$ cat src/rtl/pipelinediv_core.sv
// rtl/pipelinediv_core.sv - fully pipelined restoring divider, one quotient bit per stage
// Optional feature: define PIPELINEDIV_DBZ_FLAG_EN to add the div_by_zero output.
module pipelinediv_core #(
  parameter int DIVIDEND = 4,
  parameter int DIVISOR  = 2
) (
  input  logic                clock,
  input  logic                reset_n,
  input  logic [DIVIDEND-1:0] dividend,
  input  logic [DIVISOR-1:0]  divisor,
  output logic [DIVIDEND-1:0] quotient,
  output logic [DIVISOR-1:0]  remainder
`ifdef PIPELINEDIV_DBZ_FLAG_EN
  ,
  output logic                div_by_zero
`endif
);

  localparam int N = DIVIDEND;
  localparam int M = DIVISOR;

  for (genvar s = 0; s < N; s++) begin : g_stage
    logic         up_vld;
    logic [M-1:0] up_dsr;
    logic [N-1:0] up_dvd;
    logic [M-1:0] up_rem;
    logic [N-1:0] up_quo;
    logic [M:0]   trial;
    logic         fits;
    logic [M-1:0] rem_q;
    logic [N-1:0] quo_q;
`ifdef PIPELINEDIV_DBZ_FLAG_EN
    logic         up_dbz;
    logic         dbz_q;
`endif

    if (s == 0) begin : g_in
      assign up_vld = 1'b1;
      assign up_dsr = divisor;
      assign up_dvd = dividend;
      assign up_rem = '0;
      assign up_quo = '0;
`ifdef PIPELINEDIV_DBZ_FLAG_EN
      assign up_dbz = (divisor == '0);
`endif
    end else begin : g_link
      assign up_vld = g_stage[s-1].g_carry.vld_q;
      assign up_dsr = g_stage[s-1].g_carry.dsr_q;
      assign up_dvd = g_stage[s-1].g_carry.dvd_q;
      assign up_rem = g_stage[s-1].rem_q;
      assign up_quo = g_stage[s-1].quo_q;
`ifdef PIPELINEDIV_DBZ_FLAG_EN
      assign up_dbz = g_stage[s-1].dbz_q;
`endif
    end

    // Compare is M+1 bits wide; a zero divisor always "fits", giving all-ones
    // quotient and leaving the low dividend bits as the remainder.
    assign trial = {up_rem, up_dvd[N-1]};
    assign fits  = (trial >= {1'b0, up_dsr});

    always_ff @(posedge clock or negedge reset_n) begin
      if (!reset_n) begin
        rem_q <= '0;
        quo_q <= '0;
`ifdef PIPELINEDIV_DBZ_FLAG_EN
        dbz_q <= 1'b0;
`endif
      end else if (up_vld) begin
        rem_q <= fits ? (trial[M-1:0] - up_dsr) : trial[M-1:0];
        quo_q <= (up_quo << 1) | N'(fits);
`ifdef PIPELINEDIV_DBZ_FLAG_EN
        dbz_q <= up_dbz;
`endif
      end else begin
        rem_q <= '0;
        quo_q <= '0;
`ifdef PIPELINEDIV_DBZ_FLAG_EN
        dbz_q <= 1'b0;
`endif
      end
    end

    // The output stage needs no occupancy, divisor or remaining dividend bits.
    if (s < N - 1) begin : g_carry
      logic         vld_q;
      logic [M-1:0] dsr_q;
      logic [N-1:0] dvd_q;

      always_ff @(posedge clock or negedge reset_n) begin
        if (!reset_n) begin
          vld_q <= 1'b0;
          dsr_q <= '0;
          dvd_q <= '0;
        end else begin
          vld_q <= up_vld;
          dsr_q <= up_vld ? up_dsr : '0;
          dvd_q <= up_vld ? (up_dvd << 1) : '0;
        end
      end
    end
  end

  assign quotient  = g_stage[N-1].quo_q;
  assign remainder = g_stage[N-1].rem_q;
`ifdef PIPELINEDIV_DBZ_FLAG_EN
  assign div_by_zero = g_stage[N-1].dbz_q;
`endif

endmodule

$ cat config.mk
export PLATFORM = sky130hd
export DESIGN_NAME = pipelinediv_core
export DESIGN_NICKNAME = d
export VERILOG_FILES = /design/src/rtl/pipelinediv_core.sv
export SDC_FILE = /design/constraint.sdc
export NUM_CORES = 1
export LEC_CHECK = 0
export CORE_MARGIN = 10
export CORE_UTILIZATION = 50
export CTS_CLUSTER_DIAMETER = 60
export CTS_CLUSTER_SIZE = 40
export DETAILED_ROUTE_END_ITERATION = 7
export PLACE_DENSITY_LB_ADDON = 0.25
export SLEW_MARGIN = 15
export SYNTH_ARGS = -nofsm -noshare
export SYNTH_HDL_FRONTEND = slang
export SYNTH_SLANG_ARGS = --single-unit
$ cat constraint.sdc
create_clock -name clock -period 2.79 [get_ports clock]
set_input_delay 0.558 -clock clock [delete_from_list [all_inputs] [get_ports clock]]
set_output_delay 0.558 -clock clock [all_outputs]
set_load 0.03 [all_outputs]
# Yosys cells after proc, flatten, opt, wreduce, memory -nomap -nowiden
# Index checks and enable logic that the tools add are counted.
# op_classes
addsub	4
order_cmp	4
mux	14
n_bitwise	3
# op_table
cell	n
$mux W2	10
$mux W4	3
$ge A3 B2 Y1	3
$sub A2 B2 Y2	3
$or A4 B1 Y4	1
$mux W3	1
$or A3 B1 Y3	1
$ge A1 B2 Y1	1
$or A2 B1 Y2	1
$sub A1 B2 Y2	1
# word_totals
regBits	38

# Logic depth before layout (Yosys ltp)
# logic_depth
depth_word	3
depth_mapped	6
ltp_nobuf	6

# Worst setup path after synthesis
# No wires, ideal clock.
# synth_timing
kind	input-to-reg
startpoint	input port dividend[3]
endpoint	register g_stage[0].rem_q[0]
setup_ns	0.079
arrival_time_ns	1.333
t_required_ns	2.711
setup_slack_ns	1.377
cell_stages	6
path_buffers	0
cell_sequence	inv_1 > ha_1 > inv_1 > ha_1 > a21oi_1 > mux2i_1
# synth_via
elab_chain_len	2
# synth_rtl
item	line_no	source
from (decl)	9	input logic [DIVIDEND-1:0] dividend,
$sub A1 B2 Y2 or $ge A1 B2 Y1 (tied branches)	70, 60	
$mux W2 (*)	70	rem_q <= fits ? (trial[M-1:0] - up_dsr) : trial[M-1:0];
to (signal assigned)	70	
to (decl)	30	logic [M-1:0] rem_q;
# Every way passes the cells marked *; elsewhere a longest branch is shown, timed or not.

# Worst setup path after layout
# layout_timing
startpoint	register g_stage[3].quo_q[2] (netlist: quotient[2])
endpoint	output port quotient[2]
# layout_lines
item	line_no	source
from (decl)	31	logic [N-1:0] quo_q;
from (signal assigned)	71	quo_q <= (up_quo << 1) | N'(fits);
to (decl)	11	output logic [DIVIDEND-1:0] quotient,
# No word-level cell between the ends.

==> results.py <==
metrics = {
    "global_routing": {
        "gr-usage-all-layers_pct": 8.236,
        "globalRouteOverflowTotal": 0,
        "grt_pass1_vias": 779,
        "grt_first_pass_wirelength_um": 3146,
        "grt_max_degree": 34,
        "antenna_found_initial": 0,
    },
    "synth": {
        "synth_area_per_cell_um2": 12.75,
        "ys_types": 19,
        "async_flop_share_pct": 100.0,
        "synth_edf_count": 0,
        "ys_warn_count": 0,
        "ys.flop_type": "dfrtp_1",
        "netlist_instances": 101,
        "ys_ff_latch": 33,
        "yosysSeqAreaShare_pct": 64.14,
        "syn_nets": 117,
        "netlist_area_um2": 1287,
    },
    "run_status": {
        "outcome": "finished, final reports clean",
    },
    "finish": {
        "drive_above_1_share_pct": 7.377,
        "final_nets": 138,
        "design_area_um2": 1518,
        "layout_common_cells": "33 x dfrtp_1, 13 x and2_1, 13 x clkdlybuf4s50_1",
        "diodes": 0,
        "area_delta_synth_final_pct": 17.88,
        "fillCellCount": 227,
        "mostFrequentLayoutCell": "dfrtp_1",
    },
    "placement": {
        "place_area_um2": 1463,
        "gp_congestion": 0.8374,
        "io_buffer_count": 13,
        "hpwl_um": 1401,
    },
    "route": {
        "dr_wl_met3_um": 169,
        "drc_errors": 0,
        "met2_length_um": 955,
        "top_layer": "met4",
        "wl_um": 1836,
        "drt-pass1-iter-count": 4,
        "wl_met1_um": 641,
        "detail-route-antenna-nets": 0,
        "drt_iter0_drc": 9,
        "num_vias": 762,
        "routed_via_density": 5.013,
        "avgRoutedWirePerCell_um": 12.08,
    },
    "sta": {
        "tns_ns": 0,
        "fin_crit_sh_pct": 67.46,
        "finalSetupViolations": 0,
        "rsz0062_at_grt": "no",
        "finalHoldViolCount": 0,
        "min_period_ns": 1.882,
        "slew_violations": 0,
        "fmax_mhz": 531.3,
        "skew_ns": 0.004168,
    },
    "pwr": {
        "power_frac_seq_pct": 56.9,
        "p_int_w": 0.0007042,
        "vdd_drop_max_v": 0.0004329,
        "cellPowerDensity_nw_per_um2": 617.4,
        "p_sw_w": 0.0002328,
        "leakage_nw": 0.7225,
        "p_comb_share_pct": 15.3,
        "clockPowerShare_pct": 27.8,
        "p_sw_share_pct": 24.84,
    },
    "cts": {
        "clock_sinks": 33,
        "cts_tree": "done",
        "cts_buffers": 5,
        "clockBufferDepth": 2,
        "cts-root-buf": "clkbuf_4",
        "hold_buffers": 0,
        "clk_pin_slew_ns": 0.09,
        "ctsResizeCount": 0,
        "clock_latency_ns": 0.33,
        "ctsHtreeMaxLevel": 2,
        "postCtsSetupBuffers": 0,
    },
    "floorplanning": {
        "num_rows": 18,
        "die_x_um": 70.75,
        "io_pins": 14,
        "initial_core_util_pct": 51.97,
        "die_area_um2": 5005,
        "die_h_um": 70.75,
        "core_um2": 2477,
    },
    "setup_path": {
        "worstPathMaxFanout": 1,
        "reg2reg_slack_ns": 1.28,
        "r2r_start": "g_stage[0].g_carry.dsr_q[0]",
        "crit_chain": "clkdlybuf4s50_1",
        "worst-path-buf-inv": 1,
        "startpoint_type": "register",
        "ff2ff_path_depth": 4,
        "critPathCaptureType": "output pin",
        "r2r_end": "g_stage[1].rem_q[0]",
        "path_class": "register to output pin",
        "worst_path_largest_cell_delay_ns": 0.66,
        "cp_slowest_cell": "clkdlybuf4s50_1",
        "cp.arrival_ns": 1.32,
        "required_ns": 2.23,
        "cp_top_family": "buffers and inverters",
    },
    "worst_hold_path": {
        "min_to": "g_stage[1].g_carry.dvd_q[2]",
        "hp-start": "g_stage[0].g_carry.dvd_q[1]",
        "whs_path_depth": 1,
        "hold_path_class": "register to register",
    },
    "flow_run": {
        "max-cap-violations": 0,
    },
}
[cells by family after synthesis]
group                    Yosys count  synth area share [%]
flip-flops                        33                 64.14
other                              1                0.2913
XOR/XNOR                           2                 1.361
AO/OA/AOI/OAI                     11                 6.025
buffers and inverters             11                 3.207
AND/OR/NAND/NOR                   30                 13.31
multiplexers                       5                 3.887
adder cells (fa/ha/maj)            8                 7.775
[state kept, by name, summed over array words and instances (netlist names)]
name and flops:
g_stage.rem_q 6, remainder 2, g_stage.quo_q 6, g_stage.g_carry.vld_q 3
g_stage.g_carry.dvd_q 6, quotient 4, g_stage.g_carry.dsr_q 6
[per-layer routing]
layer | vias up | GRT usage [%]
li1 | 365 | -
met1 | 368 | 5.892
met2 | 22 | 14.44
met3 | 7 | 6.137
met4 | 0 | 5.806
met5 | - | 0
[synthesized netlist by cell type (2+ instances only)]
cell,n,area share (%)
and2_1,13,6.3
ha_1,8,7.8
nand2b_1,5,2.4
a21oi_1,5,1.9
nor2b_1,3,1.5
mux2i_1,5,3.9
xnor2_1,2,1.4
dfrtp_1,33,64
nand2_1,6,1.7
inv_1,11,3.2
a211oi_2,2,1.9
[how the worst max path moves through the flow]
stage / end / depth (start not counted) / start
after floorplan: g_stage[0].rem_q[0] / 6 / dividend[3]
after global placement: g_stage[0].rem_q[0] / 6 / divisor[0]
after detailed placement: g_stage[0].rem_q[0] / 6 / divisor[0]
after CTS: remainder[1] / 1 / remainder[1]
after global routing: remainder[1] / 1 / remainder[1]
final: quotient[2] / 1 / quotient[2]
[power groups by stage]
stage,clock (W),combinational [W],sequential (W)
after global placement,0,0.000138,0.000542
final,0.000260,0.000144,0.000533
after CTS,0.000268,0.000146,0.000534
after global routing,0.000300,0.000160,0.000538
after detailed placement,0,0.000146,0.000544
after floorplan,0,0.0000803,0.000554
[metrics by stage]
step,setup WS (ns),hold slack (ns),util [%],total power (W),instances
final,0.9079,0.4615,61.26,0.0009370,152
after global routing,0.8477,0.4782,61.26,0.0009981,152
after global placement,0.9326,0.4343,59.04,0.0006798,145
after CTS,0.8816,0.4648,61.26,0.0009481,152
after floorplan,1.377,0.2624,-,0.0006342,101
after detailed placement,0.8281,0.4437,59.04,0.0006900,145
[final cells by class]
class | instances | area [um^2] | area share (%)
sequential | 33 | 825.8 | 54.41
multi-input combinational | 57 | 420.4 | 27.70
timing repair buffer | 14 | 137.6 | 9.068
clock buffer | 7 | 55.05 | 3.627
inverter | 11 | 41.29 | 2.721
tap | 30 | 37.54 | 2.473
(Power assumes the default switching activity.)
